File: config.mk
export PLATFORM = sky130hd
export DESIGN_NAME = nibble_add_seq
export DESIGN_NICKNAME = d
export VERILOG_FILES = /design/src/rtl/nibble_add_pkg.sv /design/src/rtl/nibble_add_seq_rippleadd.sv /design/src/rtl/nibble_add_seq.sv
export SDC_FILE = /design/constraint.sdc
export NUM_CORES = 1
export LEC_CHECK = 0
export ABC_AREA = 1
export CORE_ASPECT_RATIO = 1.75
export CORE_MARGIN = 2
export CORE_UTILIZATION = 56
export DETAILED_ROUTE_END_ITERATION = 10
export GPL_ROUTABILITY_DRIVEN = 1
export PLACE_DENSITY = 0.95
export SYNTH_ARGS = -nofsm -noshare
export SYNTH_HDL_FRONTEND = slang
export SYNTH_SLANG_ARGS = --single-unit
File: constraint.sdc
create_clock -name clk -period 3.61 [get_ports clk]
set_clock_uncertainty 0.2 [all_clocks]
set_input_delay 0.361 -clock clk [delete_from_list [all_inputs] [get_ports clk]]
set_output_delay 0.361 -clock clk [all_outputs]
set_load 0.02 [all_outputs]
File: src/rtl/nibble_add_pkg.sv
// -----------------------------------------------------------------------------
// nibble_add_pkg
// Shared definitions for the nibble-serial adder sequencer.
//   state_e   : sequencer FSM states (IDLE, RUN, DONE)
//   NIBBLE    : width of the shared adder slice in bits
//   cnt_width : width of a step counter that must hold 0 .. steps-1
// -----------------------------------------------------------------------------
package nibble_add_pkg;

    typedef enum logic [1:0] {
        IDLE = 2'd0,
        RUN  = 2'd1,
        DONE = 2'd2
    } state_e;

    localparam int NIBBLE = 4;

    // A one-step operation still needs a 1-bit counter so the register exists.
    function automatic int cnt_width(input int steps);
        int w;
        if (steps > 1) begin
            w = $clog2(steps);
        end else begin
            w = 1;
        end
        return w;
    endfunction

endpackage

File: src/rtl/nibble_add_seq_rippleadd.sv
// -----------------------------------------------------------------------------
// rippleadd
// 4-bit ripple-carry adder slice shared by the sequencer.
// Ports:
//   cin  : carry in
//   a, b : 4-bit operands
//   cout : carry out of bit 3
//   sum  : 4-bit sum
// Purely combinational.
// -----------------------------------------------------------------------------
module rippleadd (
    input  logic       cin,
    input  logic [3:0] a,
    input  logic [3:0] b,
    output logic       cout,
    output logic [3:0] sum
);

    logic [4:0] carry_s;

    assign carry_s[0] = cin;

    for (genvar i = 0; i < 4; i++) begin : g_fa
        assign sum[i]       = a[i] ^ b[i] ^ carry_s[i];
        assign carry_s[i+1] = (a[i] & b[i]) | (carry_s[i] & (a[i] ^ b[i]));
    end

    assign cout = carry_s[4];

endmodule

File: src/rtl/nibble_add_seq.sv
// -----------------------------------------------------------------------------
// nibble_add_seq
// Performs a WIDTH-bit add (a + b + cin) over WIDTH/4 cycles by passing one
// nibble per cycle through a single shared 4-bit rippleadd slice, least
// significant nibble first. The slice carry-out is registered and fed back as
// the next nibble's carry-in.
//
// Parameters:
//   WIDTH     : operand/result width, multiple of 4 and >= 4
// Ports:
//   clk, rst_n          : rising-edge clock, asynchronous active-low reset
//   in_valid / in_ready : request handshake carrying a, b, cin
//   out_valid/ out_ready: result handshake carrying sum, cout
//   busy                : high while an operation is in RUN or DONE
//   op_sub              : (only with NIBBLE_ADD_SEQ_SUB_EN) compute a - b;
//                         cout = 1 means no borrow, cin is ignored
//
// Optional feature macro: NIBBLE_ADD_SEQ_SUB_EN
//
// sum/cout are loaded only when an operation completes, so outside DONE they
// hold the last completed result (0 after reset); out_valid qualifies them.
// -----------------------------------------------------------------------------
module nibble_add_seq
    import nibble_add_pkg::*;
#(
    parameter int WIDTH = 16
) (
    input  logic             clk,
    input  logic             rst_n,
    input  logic             in_valid,
    output logic             in_ready,
    input  logic [WIDTH-1:0] a,
    input  logic [WIDTH-1:0] b,
    input  logic             cin,
`ifdef NIBBLE_ADD_SEQ_SUB_EN
    input  logic             op_sub,
`endif
    output logic             out_valid,
    input  logic             out_ready,
    output logic [WIDTH-1:0] sum,
    output logic             cout,
    output logic             busy
);

    localparam int STEPS = WIDTH / NIBBLE;
    localparam int CNT_W = cnt_width(STEPS);
    localparam logic [CNT_W-1:0] LAST_STEP = CNT_W'(STEPS - 1);

    if ((WIDTH % NIBBLE) != 0 || WIDTH < NIBBLE) begin : g_width_check
        $error("nibble_add_seq: WIDTH must be a multiple of 4 and at least 4");
    end

    // ------------------------------------------------------------------
    // Registers
    // ------------------------------------------------------------------
    state_e             state_r;
    logic [WIDTH-1:0]   a_sh_r;
    logic [WIDTH-1:0]   b_sh_r;
    logic               carry_r;
    logic [WIDTH-1:0]   result_r;
    logic [CNT_W-1:0]   step_r;
    logic [WIDTH-1:0]   sum_r;
    logic               cout_r;
    logic               in_ready_r;
    logic               out_valid_r;
    logic               busy_r;

    // ------------------------------------------------------------------
    // Combinational signals
    // ------------------------------------------------------------------
    state_e             next_state_s;
    logic               accept_s;
    logic               last_step_s;
    logic               in_ready_nx_s;
    logic               out_valid_nx_s;
    logic               busy_nx_s;
    logic [WIDTH-1:0]   b_load_s;
    logic               carry_load_s;
    logic [3:0]         slice_sum_s;
    logic               slice_cout_s;
    logic [WIDTH-1:0]   result_next_s;

    // ------------------------------------------------------------------
    // Shared adder slice: always sees the low nibble of the shifters
    // ------------------------------------------------------------------
    rippleadd u_slice (
        .cin  (carry_r),
        .a    (a_sh_r[NIBBLE-1:0]),
        .b    (b_sh_r[NIBBLE-1:0]),
        .cout (slice_cout_s),
        .sum  (slice_sum_s)
    );

    // New nibble enters at the top; after STEPS shifts the result is aligned.
    if (STEPS == 1) begin : g_result_single
        assign result_next_s = slice_sum_s;
    end else begin : g_result_multi
        assign result_next_s = {slice_sum_s, result_r[WIDTH-1:NIBBLE]};
    end

    // The bottom nibble of the result register is always shifted out unused.
    logic unused_s;
    assign unused_s = ^result_r[NIBBLE-1:0];

    // Operand/carry values captured at the accept edge
`ifdef NIBBLE_ADD_SEQ_SUB_EN
    always_comb begin
        b_load_s     = b;
        carry_load_s = cin;
        if (op_sub) begin
            // a - b == a + ~b + 1; cin is ignored
            b_load_s     = ~b;
            carry_load_s = 1'b1;
        end else begin
            b_load_s     = b;
            carry_load_s = cin;
        end
    end
`else
    always_comb begin
        b_load_s     = b;
        carry_load_s = cin;
    end
`endif

    // Next-state decode and handshake qualification
    always_comb begin
        next_state_s = state_r;
        accept_s     = 1'b0;
        last_step_s  = 1'b0;
        case (state_r)
            IDLE: begin
                if (in_valid && in_ready_r) begin
                    accept_s     = 1'b1;
                    next_state_s = RUN;
                end else begin
                    next_state_s = IDLE;
                end
            end
            RUN: begin
                if (step_r == LAST_STEP) begin
                    last_step_s  = 1'b1;
                    next_state_s = DONE;
                end else begin
                    next_state_s = RUN;
                end
            end
            DONE: begin
                if (out_valid_r && out_ready) begin
                    next_state_s = IDLE;
                end else begin
                    next_state_s = DONE;
                end
            end
            default: begin
                next_state_s = IDLE;
            end
        endcase
    end

    // Status outputs decoded from the next state so they can be registered
    always_comb begin
        in_ready_nx_s  = 1'b0;
        out_valid_nx_s = 1'b0;
        busy_nx_s      = 1'b0;
        case (next_state_s)
            IDLE: begin
                in_ready_nx_s = 1'b1;
            end
            RUN: begin
                busy_nx_s = 1'b1;
            end
            DONE: begin
                out_valid_nx_s = 1'b1;
                busy_nx_s      = 1'b1;
            end
            default: begin
                in_ready_nx_s = 1'b0;
            end
        endcase
    end

    // State register and registered handshake/status flags
    always_ff @(posedge clk or negedge rst_n) begin
        if (!rst_n) begin
            state_r     <= IDLE;
            in_ready_r  <= 1'b0;
            out_valid_r <= 1'b0;
            busy_r      <= 1'b0;
        end else begin
            state_r     <= next_state_s;
            in_ready_r  <= in_ready_nx_s;
            out_valid_r <= out_valid_nx_s;
            busy_r      <= busy_nx_s;
        end
    end

    // Datapath: operand shifters, carry, partial result, step counter
    always_ff @(posedge clk or negedge rst_n) begin
        if (!rst_n) begin
            a_sh_r   <= {WIDTH{1'b0}};
            b_sh_r   <= {WIDTH{1'b0}};
            carry_r  <= 1'b0;
            result_r <= {WIDTH{1'b0}};
            step_r   <= {CNT_W{1'b0}};
        end else begin
            case (state_r)
                IDLE: begin
                    if (accept_s) begin
                        a_sh_r  <= a;
                        b_sh_r  <= b_load_s;
                        carry_r <= carry_load_s;
                        step_r  <= {CNT_W{1'b0}};
                    end
                end
                RUN: begin
                    a_sh_r   <= a_sh_r >> NIBBLE;
                    b_sh_r   <= b_sh_r >> NIBBLE;
                    carry_r  <= slice_cout_s;
                    result_r <= result_next_s;
                    step_r   <= step_r + 1'b1;
                end
                default: begin
                    // DONE holds everything until the result is taken
                end
            endcase
        end
    end

    // Output result registers, loaded only on the completing step
    always_ff @(posedge clk or negedge rst_n) begin
        if (!rst_n) begin
            sum_r  <= {WIDTH{1'b0}};
            cout_r <= 1'b0;
        end else begin
            if (last_step_s) begin
                sum_r  <= result_next_s;
                cout_r <= slice_cout_s;
            end
        end
    end

    assign in_ready  = in_ready_r;
    assign out_valid = out_valid_r;
    assign busy      = busy_r;
    assign sum       = sum_r;
    assign cout      = cout_r;

endmodule

* Word-level counts from Yosys, hierarchy flattened
Cells that the tools add are included.
** Operators by class
- Reductions and logical operators :: 7
- $add $sub $neg :: 1
- Mux-type cells :: 19
- Bitwise logic cells :: 20
- Equal/unequal tests :: 6
** Operators with widths (number)
- $pmux W16 S2 :: 2
- $mux W16 :: 2
- $mux W1 :: 9
- $and A1 B1 Y1 :: 8
- $xor A1 B1 Y1 :: 8
- $eq A2 B2 Y1 const B :: 3
- $mux W2 :: 3
- $pmux W2 S3 :: 1
- $eq A2 B1 Y1 const B :: 2
- $logic_not A2 Y1 :: 2
- $or A1 B1 Y1 :: 4
- $pmux W2 S2 :: 1
- $add A2 B1 Y2 const B :: 1
- $logic_and A1 B1 Y1 :: 2
- $ne A2 B2 Y1 const B :: 1
- $pmux W1 S2 :: 1
- $reduce_and A2 Y1 :: 1
- $reduce_bool A2 Y1 :: 1
- $reduce_or A2 Y1 :: 1
** Word-level totals
- Bits of input ports :: 37
- Logic and storage cells :: 64
- Register bits :: 73

* Depth between registers and ports, before layout
- Depth after elaboration :: 10
- Gate-level depth with buffers :: 12

* Modules after synthesis
From an unflattened synthesis, not the netlist that was laid out.
** Second synthesis, totals
- Cells, all modules :: 379
- Area, all modules :: 3203.1 um^2
** By module, submodules not included
- nibble_add_seq :: times used 1, area an instance 3085.5 um^2, seq. area each 1726.7 um^2, cells an instance 365
- rippleadd :: times used 1, area an instance 117.6 um^2, seq. area each 0.0 um^2, cells an instance 14

* Least setup slack after synthesis
OpenSTA, ideal clock, no wires.
- Path kind :: flip-flop to flip-flop
- Start :: register a_sh_r[0]
- End :: register result_r[15]
- Data required time :: 3.327 ns
- Slack :: 1.330 ns
- Stages on the path, launching flop included :: 9
- Path buffers :: 0
- Library setup time :: 0.083 ns
- Data arrival time :: 1.997 ns
- Cell sequence :: dfrtp_1 > fa_1 > inv_1 > fa_1 > inv_1 > fa_1 > inv_1 > fa_1 > o21ai_0
** Between the ends
- Cells in the longest elaborated chain, start to end :: 8
- Elaborated cells on any way between the ends :: 9
** RTL lines
- start: declaration :: line nibble_add_seq.sv:57 : logic [WIDTH-1:0] a_sh_r;
- start signal: assignment :: line nibble_add_seq.sv:201 : a_sh_r <= {WIDTH{1'b0}};
- start signal: assignment :: line nibble_add_seq.sv:217 : a_sh_r <= a_sh_r >> NIBBLE;
- $xor A1 B1 Y1 :: line nibble_add_seq_rippleadd.sv:25 : assign carry_s[i+1] = (a[i] & b[i]) | (carry_s[i] & (a[i] ^ b[i]));
- $and A1 B1 Y1 :: line nibble_add_seq_rippleadd.sv:25
- $or A1 B1 Y1 * :: line nibble_add_seq_rippleadd.sv:25
- $and A1 B1 Y1 * :: line nibble_add_seq_rippleadd.sv:25
- $or A1 B1 Y1 * :: line nibble_add_seq_rippleadd.sv:25
- $and A1 B1 Y1 * :: line nibble_add_seq_rippleadd.sv:25
- $or A1 B1 Y1 * :: line nibble_add_seq_rippleadd.sv:25
- $xor A1 B1 Y1 * :: line nibble_add_seq_rippleadd.sv:24 : assign sum[i] = a[i] ^ b[i] ^ carry_s[i];
- end signal: assignment :: line nibble_add_seq.sv:204 : result_r <= {WIDTH{1'b0}};
- end signal: assignment :: line nibble_add_seq.sv:220 : result_r <= result_next_s;
- end: declaration :: line nibble_add_seq.sv:60 : logic [WIDTH-1:0] result_r;
Every way passes the cells marked *; elsewhere a longest branch is shown, timed or not.
A chain may end at the register's enable or synchronous reset.

* Final worst setup path
Ends and elaborated chain as after synthesis.

==> impl_metrics.xml <==
<?xml version="1.0" encoding="UTF-8"?>
<metrics>
  <group name="yosys">
    <metric name="dominantRegCellSynth" unit="">dfrtp_1</metric>
    <metric name="synth-edff-count" unit="">0</metric>
    <metric name="synth_area_per_cell" unit="µm²">8.42</metric>
    <metric name="synth_common_cells" unit="">148 x nand2_1, 73 x nand3_1, 69 x dfrtp_1</metric>
    <metric name="syn_inst" unit="">374</metric>
    <metric name="synth_top_cells_by_area" unit="">dfrtp_1 55%, nand2_1 18%, nand3_1 12%, o21ai_0 4.1%, fa_1 2.5%</metric>
    <metric name="synth_most_common_cell" unit="">nand2_1</metric>
    <metric name="share_of_synthesized_registers_carrying_an_async_set_or_reset" unit="%">100</metric>
    <metric name="synthDominantCellAreaShare" unit="%">54.8</metric>
    <metric name="count_of_different_cell_masters_after_synthesis" unit="">19</metric>
    <metric name="synth_fp_nets" unit="">418</metric>
    <metric name="synth_sequential_area_ratio" unit="%">54.8</metric>
    <metric name="ys_ff_latch" unit="">69</metric>
    <metric name="yosysWarnings" unit="">0</metric>
    <metric name="synth_top_area_cell" unit="">dfrtp_1</metric>
    <metric name="mappedNetlistArea" unit="mm²">0.00315</metric>
  </group>
  <group name="die">
    <metric name="die_w" unit="µm">60.7</metric>
    <metric name="core" unit="mm²">0.00550</metric>
    <metric name="die_height" unit="µm">103</metric>
    <metric name="io_pins" unit="">57</metric>
    <metric name="core.rowCount" unit="">36</metric>
    <metric name="floorplan.die_area" unit="mm²">0.00626</metric>
    <metric name="floorplan.initialDensity" unit="%">57.3</metric>
  </group>
  <group name="final_layout">
    <metric name="multi_input_gate_area" unit="mm²">0.00121</metric>
    <metric name="num_antenna_cells" unit="">0</metric>
    <metric name="area_growth_from_synthesis_to_layout" unit="%">24.1</metric>
    <metric name="final.fill_count" unit="">423</metric>
    <metric name="layout.area.seq" unit="mm²">0.00173</metric>
    <metric name="final_layout_size_suffix_gt1_share" unit="%">6.74</metric>
    <metric name="fin_area" unit="mm²">0.00391</metric>
    <metric name="nets" unit="">470</metric>
  </group>
  <group name="power_and_ir_drop">
    <metric name="p_per_area" unit="mW/mm²">949</metric>
    <metric name="power.share.combinational" unit="%">48.3</metric>
    <metric name="pwr-share-clk" unit="%">14.5</metric>
    <metric name="internal-power" unit="W">0.00207</metric>
    <metric name="power.share.switching" unit="%">44.2</metric>
    <metric name="seq_power_share" unit="%">37.3</metric>
    <metric name="vdd_drop_max" unit="mV">0.544</metric>
    <metric name="net-switching-power" unit="W">0.00164</metric>
    <metric name="leakage" unit="nW">2.01</metric>
  </group>
  <group name="clock_tree">
    <metric name="cts_buffers" unit="">9</metric>
    <metric name="htree_depth" unit="">3</metric>
    <metric name="clk_latency" unit="ns">0.35</metric>
    <metric name="clock-root-buffer" unit="">clkbuf_8</metric>
    <metric name="numClockSinks" unit="">69</metric>
    <metric name="post_cts_setup_repair_bufs" unit="">0</metric>
    <metric name="clk_path_buf_depth" unit="">2</metric>
    <metric name="tritoncts" unit="">done</metric>
    <metric name="clk_transition_reported_paths" unit="ns">0.08</metric>
  </group>
  <group name="worst_setup_path">
    <metric name="crit-reg2reg-launch" unit="">a_sh_r[0]</metric>
    <metric name="reg2reg_depth" unit="">8</metric>
    <metric name="worstSetupPathDepth" unit="">8</metric>
    <metric name="crit_fanout" unit="">2</metric>
    <metric name="startpoint" unit="">a_sh_r[0]</metric>
    <metric name="crit_path_cell_trace" unit="">fa_1 &gt; inv_1 &gt; fa_1 &gt; inv_1 &gt; fa_1 &gt; inv_1 &gt; fa_1 &gt; o21ai_0</metric>
    <metric name="end_kind" unit="">register</metric>
    <metric name="arrival" unit="ns">2.53</metric>
    <metric name="critPathBufInv" unit="">3</metric>
    <metric name="critical-path-max-stage-delay" unit="ns">0.42</metric>
    <metric name="worstSetupPathType" unit="">reg -&gt; reg</metric>
    <metric name="worst_path_dominant_cell_family" unit="">adder cells</metric>
    <metric name="critPathLaunchType" unit="">register</metric>
    <metric name="cp_slowest_cell" unit="">fa_1</metric>
    <metric name="worst_ep_required_time" unit="ns">3.67</metric>
    <metric name="worst_path_most_repeated_cell" unit="">fa_1</metric>
  </group>
  <group name="grt">
    <metric name="global_route_wire_length_before_repair" unit="mm">11.6</metric>
    <metric name="grt_pass1_vias" unit="">2567</metric>
    <metric name="grt_antenna_before_repair" unit="">0</metric>
    <metric name="groute.usage.overall" unit="%">25.2</metric>
    <metric name="grt.overflow.total" unit="">0</metric>
    <metric name="grt_start_max_net_pins" unit="">56</metric>
  </group>
  <group name="detailed_routing">
    <metric name="drt_drc_violations_left" unit="">0</metric>
    <metric name="drt_iter0_markers" unit="">121</metric>
    <metric name="drt_wl_total" unit="mm">6.81</metric>
    <metric name="antenna_left" unit="">0</metric>
    <metric name="drt-pass1-iter-count" unit="">4</metric>
    <metric name="route.detailed.wl_per_inst" unit="µm">13.5</metric>
    <metric name="detail_route.vias_per_cell" unit="">5.28</metric>
    <metric name="count_of_vias_placed_by_the_detailed_router" unit="">2672</metric>
  </group>
  <group name="sta">
    <metric name="max_transition_viols_final" unit="">0</metric>
    <metric name="number_of_setup_violations_in_the_final_report" unit="">0</metric>
    <metric name="hold_violation_count_in_the_final_report" unit="">0</metric>
    <metric name="final.period_utilization" unit="%">68.4</metric>
    <metric name="timing.final.crit_period" unit="ns">2.47</metric>
    <metric name="timing.slew.headroom" unit="%">57.0</metric>
    <metric name="rsz_0062_raised_after_global_routing" unit="">no</metric>
    <metric name="totalNegativeSetupSlack" unit="ns">0</metric>
    <metric name="max_freq" unit="MHz">405</metric>
    <metric name="worstMarginPinSlew" unit="ns">0.643</metric>
    <metric name="timing.final.ws_setup" unit="ns">1.14</metric>
    <metric name="holdWs" unit="ns">0.276</metric>
  </group>
  <group name="placed_design">
    <metric name="place_ws" unit="ns">1.01</metric>
    <metric name="finalWeightedCongestion" unit="">0.812</metric>
    <metric name="number_of_input_and_output_port_buffers_inserted" unit="">56</metric>
    <metric name="hpwl_reported_at_the_end_of_detailed_placement" unit="mm">4.66</metric>
    <metric name="post_dp_cell_area" unit="mm²">0.00373</metric>
  </group>
  <group name="worst_hold_path">
    <metric name="startpoint_of_the_most_critical_hold_path" unit="">sum[3]</metric>
    <metric name="worstHoldPathCells" unit="">2</metric>
    <metric name="timing.hold.worst.class" unit="">reg -&gt; reg</metric>
  </group>
  <group name="flow_run">
    <metric name="timing.max_cap.violations" unit="">0</metric>
  </group>
  <group name="outcome">
    <metric name="run_status" unit="">complete, no violations</metric>
  </group>
</metrics>
through the flow:
| step | util, % | power (W) | instances |
|---|---|---|---|
| floorplan | - | 0.00264 | 374 |
| global placement | 68.0 | 0.00307 | 490 |
| detailed placement | 68.0 | 0.00317 | 490 |
| CTS | 71.1 | 0.00372 | 506 |
| global route | 71.1 | 0.00406 | 506 |
| finish | 71.1 | 0.00371 | 506 |
logic make-up (layout without fill, tap and decap cells):
group / Yosys count / count (layout) / share of synthesized area [%]
AND/OR/NAND/NOR: 226 / 226 / 30.4
AO/OA/AOI/OAI: 27 / 27 / 4.41
flip-flops: 69 / 69 / 54.8
adder cells (fa/ha/maj): 7 / 7 / 3.73
buffers and inverters: 45 / 101 / 6.63
sequential cells by signal (all words and copies together), names as in the netlist:
signal and cells:
a_sh_r 16, b_sh_r 16, busy 1, carry_r 1, cout 1, in_ready 1
out_valid 1, result_r 12, state_r 2, step_r 2, sum 16
placed cells by master, fill, tap and decap left out:
cell type / count
clkinvlp_4: 1
dlygate4sd3_1: 1
or2_2: 1
nor2_2: 1
clkinv_2: 3
inv_6: 1
dfrtp_1: 69
clkinv_4: 1
inv_1: 21
nand2_2: 2
inv_2: 1
a21oi_2: 1
buf_4: 5
nor2_4: 1
nand2_1: 148
buf_2: 1
fa_1: 4
clkinv_1: 1
clkbuf_8: 9
nand3_1: 73
ha_1: 3
clkdlybuf4s50_1: 55
buf_12: 1
o21ai_0: 26
path summary, 6_finish.rpt:
kind | slack [ns] | endpoint
worst min-delay path | 0.28 | sum[3]
worst max register to register | 1.14 | result_r[15]
min in group asynchronous | 0.29 | sum[4]
worst min register to register | 0.28 | sum[3]
worst max-delay path | 1.14 | result_r[15]
max in group asynchronous | 2.11 | b_sh_r[3]
worst reg2reg max path: cells and delay by family, from the launching register on:
family / cells / cell delay, ns
adder cells (fa/ha/maj): 4 / 1.35
flip-flops: 1 / 0.41
buffers and inverters: 3 / 0.21
AO/OA/AOI/OAI: 1 / 0.21
power by group through the flow:
stage / logic, W / clock network (W) / registers (W)
6_report: 0.00179 / 0.000538 / 0.00138
5_1_grt: 0.00205 / 0.000582 / 0.00143
4_1_cts: 0.00180 / 0.000545 / 0.00138
3_5_place_dp: 0.00178 / 0 / 0.00139
3_3_place_gp: 0.00171 / 0 / 0.00136
2_1_floorplan: 0.00117 / 0 / 0.00147
cell type report:
type                            count  area share [%]
Tap cell                           76            2.43
Timing Repair Buffer               63            15.9
Sequential cell                    69            44.2
Clock inverter                      6            1.02
Inverter                           23            2.21
Multi-Input combinational cell    260            31.0
Clock buffer                        9            3.17
routing by layer:
layer / part of all wire [%] / global-route usage (%)
met3: 4.5 / 6.34
met2: 51 / 39.9
met1: 40 / 30.6
met4: 4.9 / 14.9
met5: 0 / 0
repair_timing:
action / in CTS / in global routing
resized for setup: 0 / 0
hold buffers: 1 / 0
hold endpoints to repair: 19 / 0
(Power assumes the default switching activity.)
